<file path="src/rtl/keypad_pkg.sv">
// Shared types and constants for the 4x4 keypad emulator and the bounce LFSR.
// Key code layout is [3:2] row index, [1:0] column index.
package keypad_pkg;

  typedef enum logic [2:0] {
    S_IDLE       = 3'd0,
    S_BOUNCE_IN  = 3'd1,
    S_HOLD       = 3'd2,
    S_BOUNCE_OUT = 3'd3,
    S_GAP        = 3'd4
  } state_t;

  localparam int KEY_ROW_MSB = 3;
  localparam int KEY_ROW_LSB = 2;
  localparam int KEY_COL_MSB = 1;
  localparam int KEY_COL_LSB = 0;

  localparam int                  LFSR_W       = 8;
  // Right-shifting Galois mask for x^8+x^6+x^5+x^4+1
  localparam logic [LFSR_W-1:0]   LFSR_TAPS    = 8'hB8;
  localparam logic [LFSR_W-1:0]   DEFAULT_SEED = 8'hA5;

  function automatic logic [1:0] key_row(input logic [3:0] key);
    return key[KEY_ROW_MSB:KEY_ROW_LSB];
  endfunction

  function automatic logic [1:0] key_col(input logic [3:0] key);
    return key[KEY_COL_MSB:KEY_COL_LSB];
  endfunction

  function automatic logic [LFSR_W-1:0] lfsr_step(input logic [LFSR_W-1:0] v);
    return (v >> 1) ^ (v[0] ? LFSR_TAPS : '0);
  endfunction

endpackage

</file>
<file path="src/rtl/bounce_lfsr.sv">
// Free-running 8-bit Galois LFSR used as the contact-bounce noise source.
// Advances every cycle; reset loads SEED.
module bounce_lfsr
  import keypad_pkg::*;
#(
  parameter logic [LFSR_W-1:0] SEED = DEFAULT_SEED
) (
  input  logic              clk,
  input  logic              rst,
  output logic [LFSR_W-1:0] q
);

  if (SEED == '0) begin : g_seed_check
    $error("bounce_lfsr: SEED must be non-zero");
  end

  logic [LFSR_W-1:0] r_q;

  always_ff @(posedge clk) begin
    if (rst) begin
      r_q <= SEED;
    end else begin
      r_q <= lfsr_step(r_q);
    end
  end

  assign q = r_q;

endmodule

</file>
<file path="src/rtl/keypad_emulator.sv">
// Device-side 4x4 keypad model: plays a requested key press with LFSR bounce,
// hold and release gap, pulling the selected row low when its column is driven.
module keypad_emulator
  import keypad_pkg::*;
#(
  parameter int                BOUNCE_CYCLES = 4,
  parameter int                HOLD_CYCLES   = 20,
  parameter int                GAP_CYCLES    = 10,
  parameter logic [LFSR_W-1:0] LFSR_SEED     = DEFAULT_SEED
) (
  input  logic       clk,
  input  logic       rst,
  input  logic [3:0] col,
  output logic [3:0] row,
  input  logic       press_valid,
  input  logic [3:0] press_key,
  output logic       press_ready,
  output logic       busy,
  output logic       done
);

  if (HOLD_CYCLES < 1) begin : g_hold_check
    $error("keypad_emulator: HOLD_CYCLES must be >= 1");
  end
  if (LFSR_SEED == '0) begin : g_seed_check
    $error("keypad_emulator: LFSR_SEED must be non-zero");
  end

  localparam int MAX_BH  = (BOUNCE_CYCLES > HOLD_CYCLES) ? BOUNCE_CYCLES : HOLD_CYCLES;
  localparam int MAX_LEN = (MAX_BH > GAP_CYCLES) ? MAX_BH : GAP_CYCLES;
  localparam int CW      = $clog2(MAX_LEN) + 1;

  localparam logic [CW-1:0] LD_B = CW'((BOUNCE_CYCLES > 0) ? BOUNCE_CYCLES - 1 : 0);
  localparam logic [CW-1:0] LD_H = CW'(HOLD_CYCLES - 1);
  localparam logic [CW-1:0] LD_G = CW'((GAP_CYCLES > 0) ? GAP_CYCLES - 1 : 0);

  state_t            r_state, w_state_next;
  logic [CW-1:0]     r_cnt, w_cnt_next;
  logic [3:0]        r_key, w_key_next;
  logic              r_contact, w_contact_next;
  logic              r_done, w_done_next;
  logic [LFSR_W-1:0] w_lfsr;
  logic              w_phase_end;
  logic              w_unused_lfsr;

  bounce_lfsr #(.SEED(LFSR_SEED)) u_lfsr (
    .clk (clk),
    .rst (rst),
    .q   (w_lfsr)
  );

  // Only bit 0 drives the contact; the rest is the LFSR's internal state.
  assign w_unused_lfsr = ^w_lfsr[LFSR_W-1:1];
  assign w_phase_end   = (r_cnt == '0);

  always_comb begin
    w_state_next   = r_state;
    w_cnt_next     = r_cnt;
    w_key_next     = r_key;
    w_done_next    = 1'b0;
    w_contact_next = 1'b0;
    case (r_state)
      S_IDLE: begin
        if (press_valid) begin
          w_key_next = press_key;
          if (BOUNCE_CYCLES > 0) begin
            w_state_next = S_BOUNCE_IN;
            w_cnt_next   = LD_B;
          end else begin
            w_state_next = S_HOLD;
            w_cnt_next   = LD_H;
          end
        end
      end
      S_BOUNCE_IN: begin
        if (w_phase_end) begin
          w_state_next = S_HOLD;
          w_cnt_next   = LD_H;
        end else begin
          w_cnt_next = r_cnt - CW'(1);
        end
      end
      S_HOLD: begin
        if (!w_phase_end) begin
          w_cnt_next = r_cnt - CW'(1);
        end else if (BOUNCE_CYCLES > 0) begin
          w_state_next = S_BOUNCE_OUT;
          w_cnt_next   = LD_B;
        end else if (GAP_CYCLES > 0) begin
          w_state_next = S_GAP;
          w_cnt_next   = LD_G;
        end else begin
          w_state_next = S_IDLE;
          w_done_next  = 1'b1;
        end
      end
      S_BOUNCE_OUT: begin
        if (!w_phase_end) begin
          w_cnt_next = r_cnt - CW'(1);
        end else if (GAP_CYCLES > 0) begin
          w_state_next = S_GAP;
          w_cnt_next   = LD_G;
        end else begin
          w_state_next = S_IDLE;
          w_done_next  = 1'b1;
        end
      end
      S_GAP: begin
        if (w_phase_end) begin
          w_state_next = S_IDLE;
          w_done_next  = 1'b1;
        end else begin
          w_cnt_next = r_cnt - CW'(1);
        end
      end
      default: begin
        w_state_next = S_IDLE;
      end
    endcase

    // Contact is registered from the state being entered, so it is glitch-free.
    case (w_state_next)
      S_HOLD:                    w_contact_next = 1'b1;
      S_BOUNCE_IN, S_BOUNCE_OUT: w_contact_next = w_lfsr[0];
      default:                   w_contact_next = 1'b0;
    endcase
  end

  always_ff @(posedge clk) begin
    if (rst) begin
      r_state   <= S_IDLE;
      r_cnt     <= '0;
      r_key     <= '0;
      r_contact <= 1'b0;
      r_done    <= 1'b0;
    end else begin
      r_state   <= w_state_next;
      r_cnt     <= w_cnt_next;
      r_key     <= w_key_next;
      r_contact <= w_contact_next;
      r_done    <= w_done_next;
    end
  end

  // Combinational column-to-row path, like a physical switch matrix.
  for (genvar gi = 0; gi < 4; gi++) begin : g_row
    assign row[gi] = ~(r_contact && (key_row(r_key) == 2'(gi)) && !col[key_col(r_key)]);
  end

  assign press_ready = (r_state == S_IDLE) && !rst;
  assign busy        = (r_state != S_IDLE);
  assign done        = r_done;

endmodule

</file>
<file path="config.mk">
export PLATFORM = sky130hd
export DESIGN_NAME = keypad_emulator
export DESIGN_NICKNAME = d
export VERILOG_FILES = /design/src/rtl/keypad_pkg.sv /design/src/rtl/bounce_lfsr.sv /design/src/rtl/keypad_emulator.sv
export SDC_FILE = /design/constraint.sdc
export NUM_CORES = 1
export LEC_CHECK = 0
export BUFFER_PORTS_ARGS = -buffer_cell sky130_fd_sc_hd__clkbuf_2
export CORE_MARGIN = 4
export CORE_UTILIZATION = 55
export DETAILED_ROUTE_END_ITERATION = 10
export PLACE_DENSITY = 0.78
export REMOVE_ABC_BUFFERS = 1
export SETUP_SLACK_MARGIN = 0.15
export SLEW_MARGIN = 20
export SYNTH_ARGS = -nofsm -noshare
export SYNTH_HDL_FRONTEND = slang
export SYNTH_HIERARCHICAL = 1
export SYNTH_SLANG_ARGS = --single-unit
</file>
<file path="constraint.sdc">
create_clock -name clk -period 2.4 [get_ports clk]
set_input_delay 0.36 -clock clk [delete_from_list [all_inputs] [get_ports clk]]
set_output_delay 0.36 -clock clk [all_outputs]
set_load 0.02 [all_outputs]
</file>
# == Yosys cells after proc, flatten, opt, wreduce, memory -nomap -nowiden ==
# Cells that the tools add are included.
# totals
regBits,23
in_bits,11
out_inout_bits,7
elab_cells,63
# op_classes
n_addsub,1
magnitude_cmp,1
eq_ne,12
mux,17
n_bitwise,6
n_reduce_logical,20
# op_table
op,n
$mux W6,5
$pmux W6 S5,1
$mux W3,5
$pmux W3 S5,1
$eq A3 B2 Y1 const B,4
$logic_and A1 B1 Y1,9
$mux W8,1
$xor A7 B8 Y8,1
$eq A3 B1 Y1 const B,2
$logic_not A6 Y1,1
$sub A6 B1 Y6 const B,1
$not A1 Y1,5
$reduce_bool A5 Y1,1
$eq A2 B2 Y1 const B,2
$ne A2 B2 Y1 const B,2
$reduce_or A2 Y1,2
$eq A3 B3 Y1 const B,1
$logic_not A3 Y1,1
$lt A2 B3 Y1 const B,1
$reduce_and A3 Y1,1
$reduce_bool A3 Y1,1
$bmux W1 S2,1
$eq A2 B1 Y1 const B,1
$logic_not A1 Y1,2
4 further kinds,5

# == Logic depth before layout (Yosys ltp) ==
# Gate-level depths: netlist of the first run.
# logic_depth
word_depth,6
ltp_mapped,6
depth_no_buf,6

# == Modules after synthesis ==
# Netlist of the first run, hierarchy kept.
# by_module_without_submodules
mod,instances,cells_per_inst,area_each_um2,seq_area_each_um2
keypad_emulator,1,104,950.9,300.3
bounce_lfsr,1,19,231.5,160.2

# == Worst setup path after synthesis of the first run ==
# OpenSTA, ideal clock, no wires.
# synth_path
path_type,register to register
from,register r_cnt[0]
to,register r_contact
setup_ns,0.103
arrival_time_ns,1.583
required_time_ns,2.297
setup_slack_ns,0.714
path_stages_with_launch,7
n_path_buf,0
synth_period_minus_slack_ns,1.686
cell_sequence,dfxtp_1 inv_1 ha_1 nor3b_4 nand2_4 mux2_4 a2111oi_2
# synth_between
elab_chain_cells,6
elab_cells_between_ends,11
cone_classes,3 x eq/ne; 6 x mux; 2 x reduce/logical
# synth_rtl
element,line_no,source
from (decl),keypad_emulator.sv:38,"logic [CW-1:0] r_cnt, w_cnt_next;"
from (signal assigned),keypad_emulator.sv:138,r_cnt <= w_cnt_next;
$logic_not A6 Y1 *,keypad_emulator.sv:54,assign w_phase_end = (r_cnt == '0);
"$mux W3, on equally long branches",n/a,
$pmux W3 S5 *,keypad_emulator.sv:62,case (r_state)
$eq A3 B1 Y1 / $eq A3 B2 Y1 (equally long branches),keypad_emulator.sv:122,case (w_state_next)
$reduce_or A2 Y1,keypad_emulator.sv:122,
$pmux W1 S2 *,keypad_emulator.sv:122,
to (signal assigned),keypad_emulator.sv:140,r_contact <= w_contact_next;
to (decl),keypad_emulator.sv:40,"logic r_contact, w_contact_next;"
# Every way passes the cells marked *; elsewhere a longest branch is shown, timed or not.
# A chain may end at the register's enable or synchronous reset.

# == Worst setup path in the final report of the first run ==
# layout_path
from,register r_key[0]
to,output port row[1]
# layout_between
elab_chain_cells,5
# layout_rtl
element,line_no,source
from (decl),keypad_emulator.sv:39,"logic [3:0] r_key, w_key_next;"
from (signal assigned),keypad_emulator.sv:139,r_key <= w_key_next;
$bmux W1 S2,keypad_emulator.sv:147,assign row[gi] = ~(r_contact && (key_row(r_key) == 2'(gi)) && !col[key_col(r_key)]);
$mux W1 (not written as such),keypad_emulator.sv:147,
$logic_not A1 Y1,keypad_emulator.sv:147,
$logic_and A1 B1 Y1,keypad_emulator.sv:147,
$not A1 Y1,keypad_emulator.sv:147,
to (decl),keypad_emulator.sv:14,"output logic [3:0] row,"
# No other way between the ends. The select of a mux whose other input is x is not followed.

==> metrics, run 1 <==
Netlist cell types=47; Compound-Gate Fraction of Synth Area=0.188; GP Congestion=0.842; Synth Instances=123; Cell Count Post-Placement=161; mux contribution to synthesized area=0.0825; fin cells=165; area leader, netlist=dfxtp_1; vias=949; Die W=54.4 µm; CTS tree=built; DR vias/cell=5.75; flops & latches, synth=23; Sink Count=23; main combinational cell family by area after synthesis=simple AND/OR/NAND/NOR gates; Post-Place Setup Slack=0.496 ns; number of flops mapped to enable cells by yosys=0; most common flop cell mapped by yosys=dfxtp_1; Hold Path Depth=3; Final WS setup=0.308 ns; share of the yosys chip area belonging to registers=0.389; Yosys top cell area share=0.389; Area after DPL=1260 µm²; pwr dens=871 nW/µm²; maximum clock frequency=0.478 GHz; Area growth syn-to-layout=9.10%; Peak VDD IR=0.480 mV; total power=1.12 mW; routed len/inst=14.6 µm; first-pass GRT wire length=3930 µm; Crit path largest cell delay=0.51 ns; vias in the first global route=861; drt drc=0; mapped cell area=1180 µm²; Avg Inst Size Synth=9.61 µm²; Synthesis Warnings=6; final hold violation count=0; post-synthesis simple-gate area fraction=0.242; Pre-Repair DR Iteration Count=4; grt ovf=0; worst skew pair latency=0.31 ns; WHS Endpoint=r_key[3]; Synth top cells by count=dfxtp_1 (23), nor2_1 (12), a21oi_1 (7), nand2_1 (7), mux2i_1 (6); initial antenna violation count=0; Routed WL=2400 µm; Initial Util=0.591; R2R Setup Slk=0.48 ns; largest net degree at the start of global routing=25; number of H-tree levels=1; Setup TNS Final=0 ns; Die Area=2960 µm²; fraction of layout cells with a size suffix above 1=0.246; Starting DRT DRC Count=33; port buffer count=17; Final period util=0.872; Critical Path Slowest Stage Cell=mux4_2; Reg-to-Reg Start=r_cnt[0]; Setup crit start kind=register; area share of xor/xnor cells in the synthesized design=0.0296; Leakage=0.512 nW; ranking of synthesized cells by area=dfxtp_1 (39%), mux2i_1 (5.1%), nor2_1 (3.8%); Root Driver=clkbuf_4; RSZ-0062 raised after global routing=no; Routed Antenna Nets=0; minimum clock period=2.09 ns; Crit path arrival time=1.73 ns; design area=1290 µm²; fraction of registers with async set/reset=0; Rel. slew slack=0.652; worst r2r path cells=6; clock-pin transition on the worst setup and hold timing paths=0.12 ns; Adder-Cell Fraction of Synth Area=0.0106; Worst EP required=2.04 ns; CTS Hold Bufs=0; final slew viol count=0; critical path capture point type=output pin; crit path max fanout=3; status=completed; post-route clock skew=0.00435 ns; # setup viols final=0; Worst Setup Path Type=reg -> out; Hold Path Origin=press_key[3]; nets=151; most common cell in the synthesized netlist=dfxtp_1; critical-path cell list=mux4_2 > nor2b_2 > nor2b_1 > nand2_1 > clkbuf_2; Worst Max-Slew Pin Slew=0.519 ns; core area=2000 µm²; # diodes=0; Std-Cell Rows=16; Total GRT Usage=0.184; Die Ht=54.4 µm; CTS Buf Count=3; Detail Placement HPWL=1780 µm; worst-case clock buffer depth=2; Worst R2R End=r_cnt[1]; Ports=18; Worst Hold Class=in -> reg; total of max-cap violations=0
[cell usage in the layout, fill, tap and decap left out, types with 2 or more instances in the layout]
master,Yosys,final
or3_1,2,2
a41oi_1,2,2
nor3_1,3,3
clkbuf_4,0,3
o311ai_0,2,2
a211oi_1,2,2
nand3_1,3,3
nand2b_1,2,2
nor2b_1,4,3
nor2_1,12,12
or2_1,3,3
a311oi_1,2,2
mux2i_1,6,6
a21oi_1,7,7
o311a_1,2,2
inv_1,5,5
xnor2_1,4,4
clkbuf_2,0,17
dfxtp_1,23,23
nand2_1,7,7
[power by group]
part,internal [mW],switching (mW)
Clock,0.0622,0.112
Combinational,0.193,0.245
Sequential,0.435,0.0771
Total,0.690,0.435
[worst max-delay path, delay by kind of cell, from the launching register on]
kind | cells | cell delay, ns
muxes | 1 | 0.51
DFF | 1 | 0.38
and+or+nand+nor | 3 | 0.38
buffers and inverters | 1 | 0.15
[kinds of logic after synthesis]
group / after synthesis
simple gates: 46
mux: 8
buf+inv: 12
flops: 23
compound gates: 29
xor+xnor: 4
fa+ha+maj: 1
[registers in the layout (all words and copies together) (netlist names)]
name	flops
r_cnt	6
r_state	3
r_key	4
r_contact	1
done	1
u_lfsr/q	8
[layout make-up]
class	count	area, µm²
multi-input combinational	88	657
fill	165	712
timing repair buffer	18	92.6
inverter	5	18.8
sequential	23	460
tap	27	33.8
clock buffer	3	22.5
clock inverter	1	5.00
[metrics by stage]
step / hold WS [ns] / utilization
2_1_floorplan: 0.383 / -
3_3_place_gp: 0.398 / 0.629
3_5_place_dp: 0.397 / 0.629
4_1_cts: 0.276 / 0.643
5_1_grt: 0.301 / 0.644
6_report: 0.279 / 0.644
[repair_timing]
item | in CTS | in global routing
hold endpoints to repair | 0 | 0
resized for setup | 0 | 1
buffers inserted | 0 | 0
setup endpoints to repair | 0 | 2
[worst max-delay path by stage]
stage / endpoint / slack (ns) / start
2_1_floorplan: press_ready / 0.70 / r_state[2]
3_3_place_gp: row[1] / 0.58 / col[3]
3_5_place_dp: r_cnt[1] / 0.50 / r_cnt[0]
4_1_cts: row[1] / 0.26 / r_key[0]
5_1_grt: row[1] / 0.17 / r_key[0]
6_report: row[1] / 0.31 / r_key[0]
[layer usage]
metal	track usage	vias to the layer above	wire [µm]
li1	-	478	-
met1	0.233	444	1040
met2	0.315	25	1230
met3	0.0327	2	120
met4	0.0581	0	8
met5	0	-	0
No activity file was read; power rests on OpenSTA's default activity.
==> run 2: changes to the inputs <==
--- a/config.mk
+++ b/config.mk
@@ -6,10 +6,12 @@
 export NUM_CORES = 1
 export LEC_CHECK = 0
 export BUFFER_PORTS_ARGS = -buffer_cell sky130_fd_sc_hd__clkbuf_2
+export CELL_PAD_IN_SITES_DETAIL_PLACEMENT = 0
+export CELL_PAD_IN_SITES_GLOBAL_PLACEMENT = 2
 export CORE_MARGIN = 4
-export CORE_UTILIZATION = 55
+export CORE_UTILIZATION = 34
 export DETAILED_ROUTE_END_ITERATION = 10
-export PLACE_DENSITY = 0.78
+export PLACE_DENSITY = 0.8
 export REMOVE_ABC_BUFFERS = 1
 export SETUP_SLACK_MARGIN = 0.15
 export SLEW_MARGIN = 20
==> run 2 against run 1 <==
Clock skew rose by 0.0045 ns. Die area increased by 52%. Register-to-register slack improved by 0.07 ns. Routed wire length is 6.4% higher. Largest cell class unchanged.
==> metrics, run 2 (synthesized netlist as in run 1, its figures left out) <==
Worst Max-Slew Pin Slew=0.464 ns (was 0.519 ns); routed len/inst=13.9 µm (was 14.6 µm); fraction of layout cells with a size suffix above 1=0.261 (was 0.246); Peak VDD IR=0.237 mV (was 0.480 mV); CTS Hold Bufs=0 (unchanged); Util after Layout=0.395 (was 0.644); Initial Util=0.354 (was 0.591); Std-Cell Rows=21 (was 16); vias=974 (was 949); port buffer count=17 (unchanged); maximum clock frequency=0.475 GHz (was 0.478 GHz); # setup viols final=0 (unchanged); number of H-tree levels=1 (unchanged); nets=151 (unchanged); max reg flops=8 (unchanged); global routing usage on met3=0.0287 (was 0.0327); Total GRT Usage=0.131 (was 0.184); fin cells=184 (was 165); Worst EP required=2.04 ns (about the same); Area growth syn-to-layout=11.4% (was 9.10%); crit path max fanout=3 (unchanged); drt drc=0 (unchanged); Worst Setup Path Type=reg -> out (unchanged); Final period util=0.877 (was 0.872); largest net degree at the start of global routing=25 (unchanged); CTS tree=built (unchanged); DR vias/cell=5.29 (was 5.75); R2R Setup Slk=0.55 ns (was 0.48 ns); Worst Setup EP=row[1] (unchanged); Detail Placement HPWL=1840 µm (was 1780 µm); RSZ-0062 raised after global routing=no (unchanged); Setup crit start kind=register (unchanged); clock-pin transition on the worst setup and hold timing paths=0.13 ns (was 0.12 ns); Leakage=0.513 nW (was 0.512 nW); Cell Count Post-Placement=180 (was 161); gr busiest metal=met2 (unchanged); Setup TNS Final=0 ns (unchanged); pwr dens=858 nW/µm² (was 871 nW/µm²); Rel. slew slack=0.690 (was 0.652); GP Congestion=0.881 (was 0.842); Sink Count=23 (unchanged); vias in the first global route=973 (was 861); Die Area=4480 µm² (was 2960 µm²); Reg-to-Reg Start=r_cnt[0] (unchanged); initial antenna violation count=0 (unchanged); worst-case clock buffer depth=2 (unchanged); Starting DRT DRC Count=41 (was 33); most common cell after layout, fill and taps aside=dfxtp_1 (unchanged); most frequent cells in the layout=dfxtp_1 (22), clkbuf_2 (17), nor2_1 (12) (was dfxtp_1 (23), clkbuf_2 (17), nor2_1 (12)); post-CTS setup buffers=0 (unchanged); Root Driver=clkbuf_4 (unchanged); post-route clock skew=0.00886 ns (was 0.00435 ns); Routed WL=2560 µm (was 2400 µm); Worst Hold Class=in -> reg (unchanged); Die Ht=67.0 µm (was 54.4 µm); Critical Path Start=r_key[0] (unchanged); Routed Antenna Nets=0 (unchanged); total of max-cap violations=0 (unchanged); final slew viol count=0 (unchanged); minimum clock period=2.10 ns (was 2.09 ns); worst r2r path cells=6 (unchanged); critical path capture point type=output pin (unchanged); met1 GRT Util=0.151 (was 0.233); Ports=18 (unchanged); Resize count post-CTS=0 (unchanged); worst skew pair latency=0.32 ns (was 0.31 ns); Worst R2R End=r_cnt[1] (unchanged); final hold violation count=0 (unchanged); core area=3340 µm² (was 2000 µm²); CTS Buf Count=3 (unchanged); # diodes=0 (unchanged); Crit path arrival time=1.74 ns (was 1.73 ns); status=completed (unchanged); Pre-Repair DR Iteration Count=4 (unchanged); grt ovf=0 (unchanged); M2 GR Usage=0.217 (was 0.315); first-pass GRT wire length=4360 µm (was 3930 µm); Die W=67.0 µm (was 54.4 µm)
run 2: cell types whose count changed in the layout (fill, tap and decap cells not counted):
cell / before / now
dfxtp_2: 0 / 1
nor2b_1: 3 / 2
nor2b_2: 1 / 2
dfxtp_1: 23 / 22
run 2: metrics by stage:
step | setup WS [ns] | cell area, µm² | power, mW | hold slack [ns]
6_report | 0.296 | 1320 | 1.13 | 0.263
5_1_grt | 0.182 | 1320 | 1.21 | 0.261
4_1_cts | 0.196 | 1310 | 1.14 | 0.258
3_5_place_dp | 0.526 | 1280 | 0.953 | 0.396
3_3_place_gp | 0.542 | 1280 | 0.946 | 0.388
2_1_floorplan | 0.702 | 1130 | 0.845 | 0.383
run 2: layout make-up:
cell class | count | area, µm²
clock buffer | 3 | 22.5
clock inverter | 1 | 5.00
fill | 376 | 2020
inverter | 5 | 18.8
multi-input combinational | 88 | 659
sequential | 23 | 462
tap | 46 | 57.6
timing repair buffer | 18 | 92.6
run 2: where the power goes:
group          internal [mW]  switching [mW]
Clock                 0.0624           0.122
Sequential             0.435          0.0772
Combinational          0.194           0.240
run 2: routing by layer:
layer | share of wire | wire length, µm
met4 | 0.022 | 57
met2 | 0.49 | 1250
met1 | 0.44 | 1130
met5 | 0 | 0
met3 | 0.048 | 122
run 2: worst min-delay path by stage:
| stage | cells past startpoint | to | slack, ns | start |
|---|---|---|---|---|
| 6_report | 3 | r_key[1] | 0.26 | press_key[1] |
| 5_1_grt | 3 | r_key[0] | 0.26 | press_key[0] |
| 3_5_place_dp | 1 | u_lfsr/q[2] | 0.40 | u_lfsr/q[3] |
| 4_1_cts | 3 | r_key[1] | 0.26 | press_key[1] |
| 3_3_place_gp | 1 | u_lfsr/q[2] | 0.39 | u_lfsr/q[3] |
| 2_1_floorplan | 1 | u_lfsr/q[0] | 0.38 | u_lfsr/q[1] |
run 2: critical path, cell delays in order, from the launching register on:
cell,delay (ns)
dfxtp_2,0.37
mux4_2,0.50
nor2b_2,0.16
nor2b_2,0.17
nand2_1,0.06
clkbuf_2,0.15
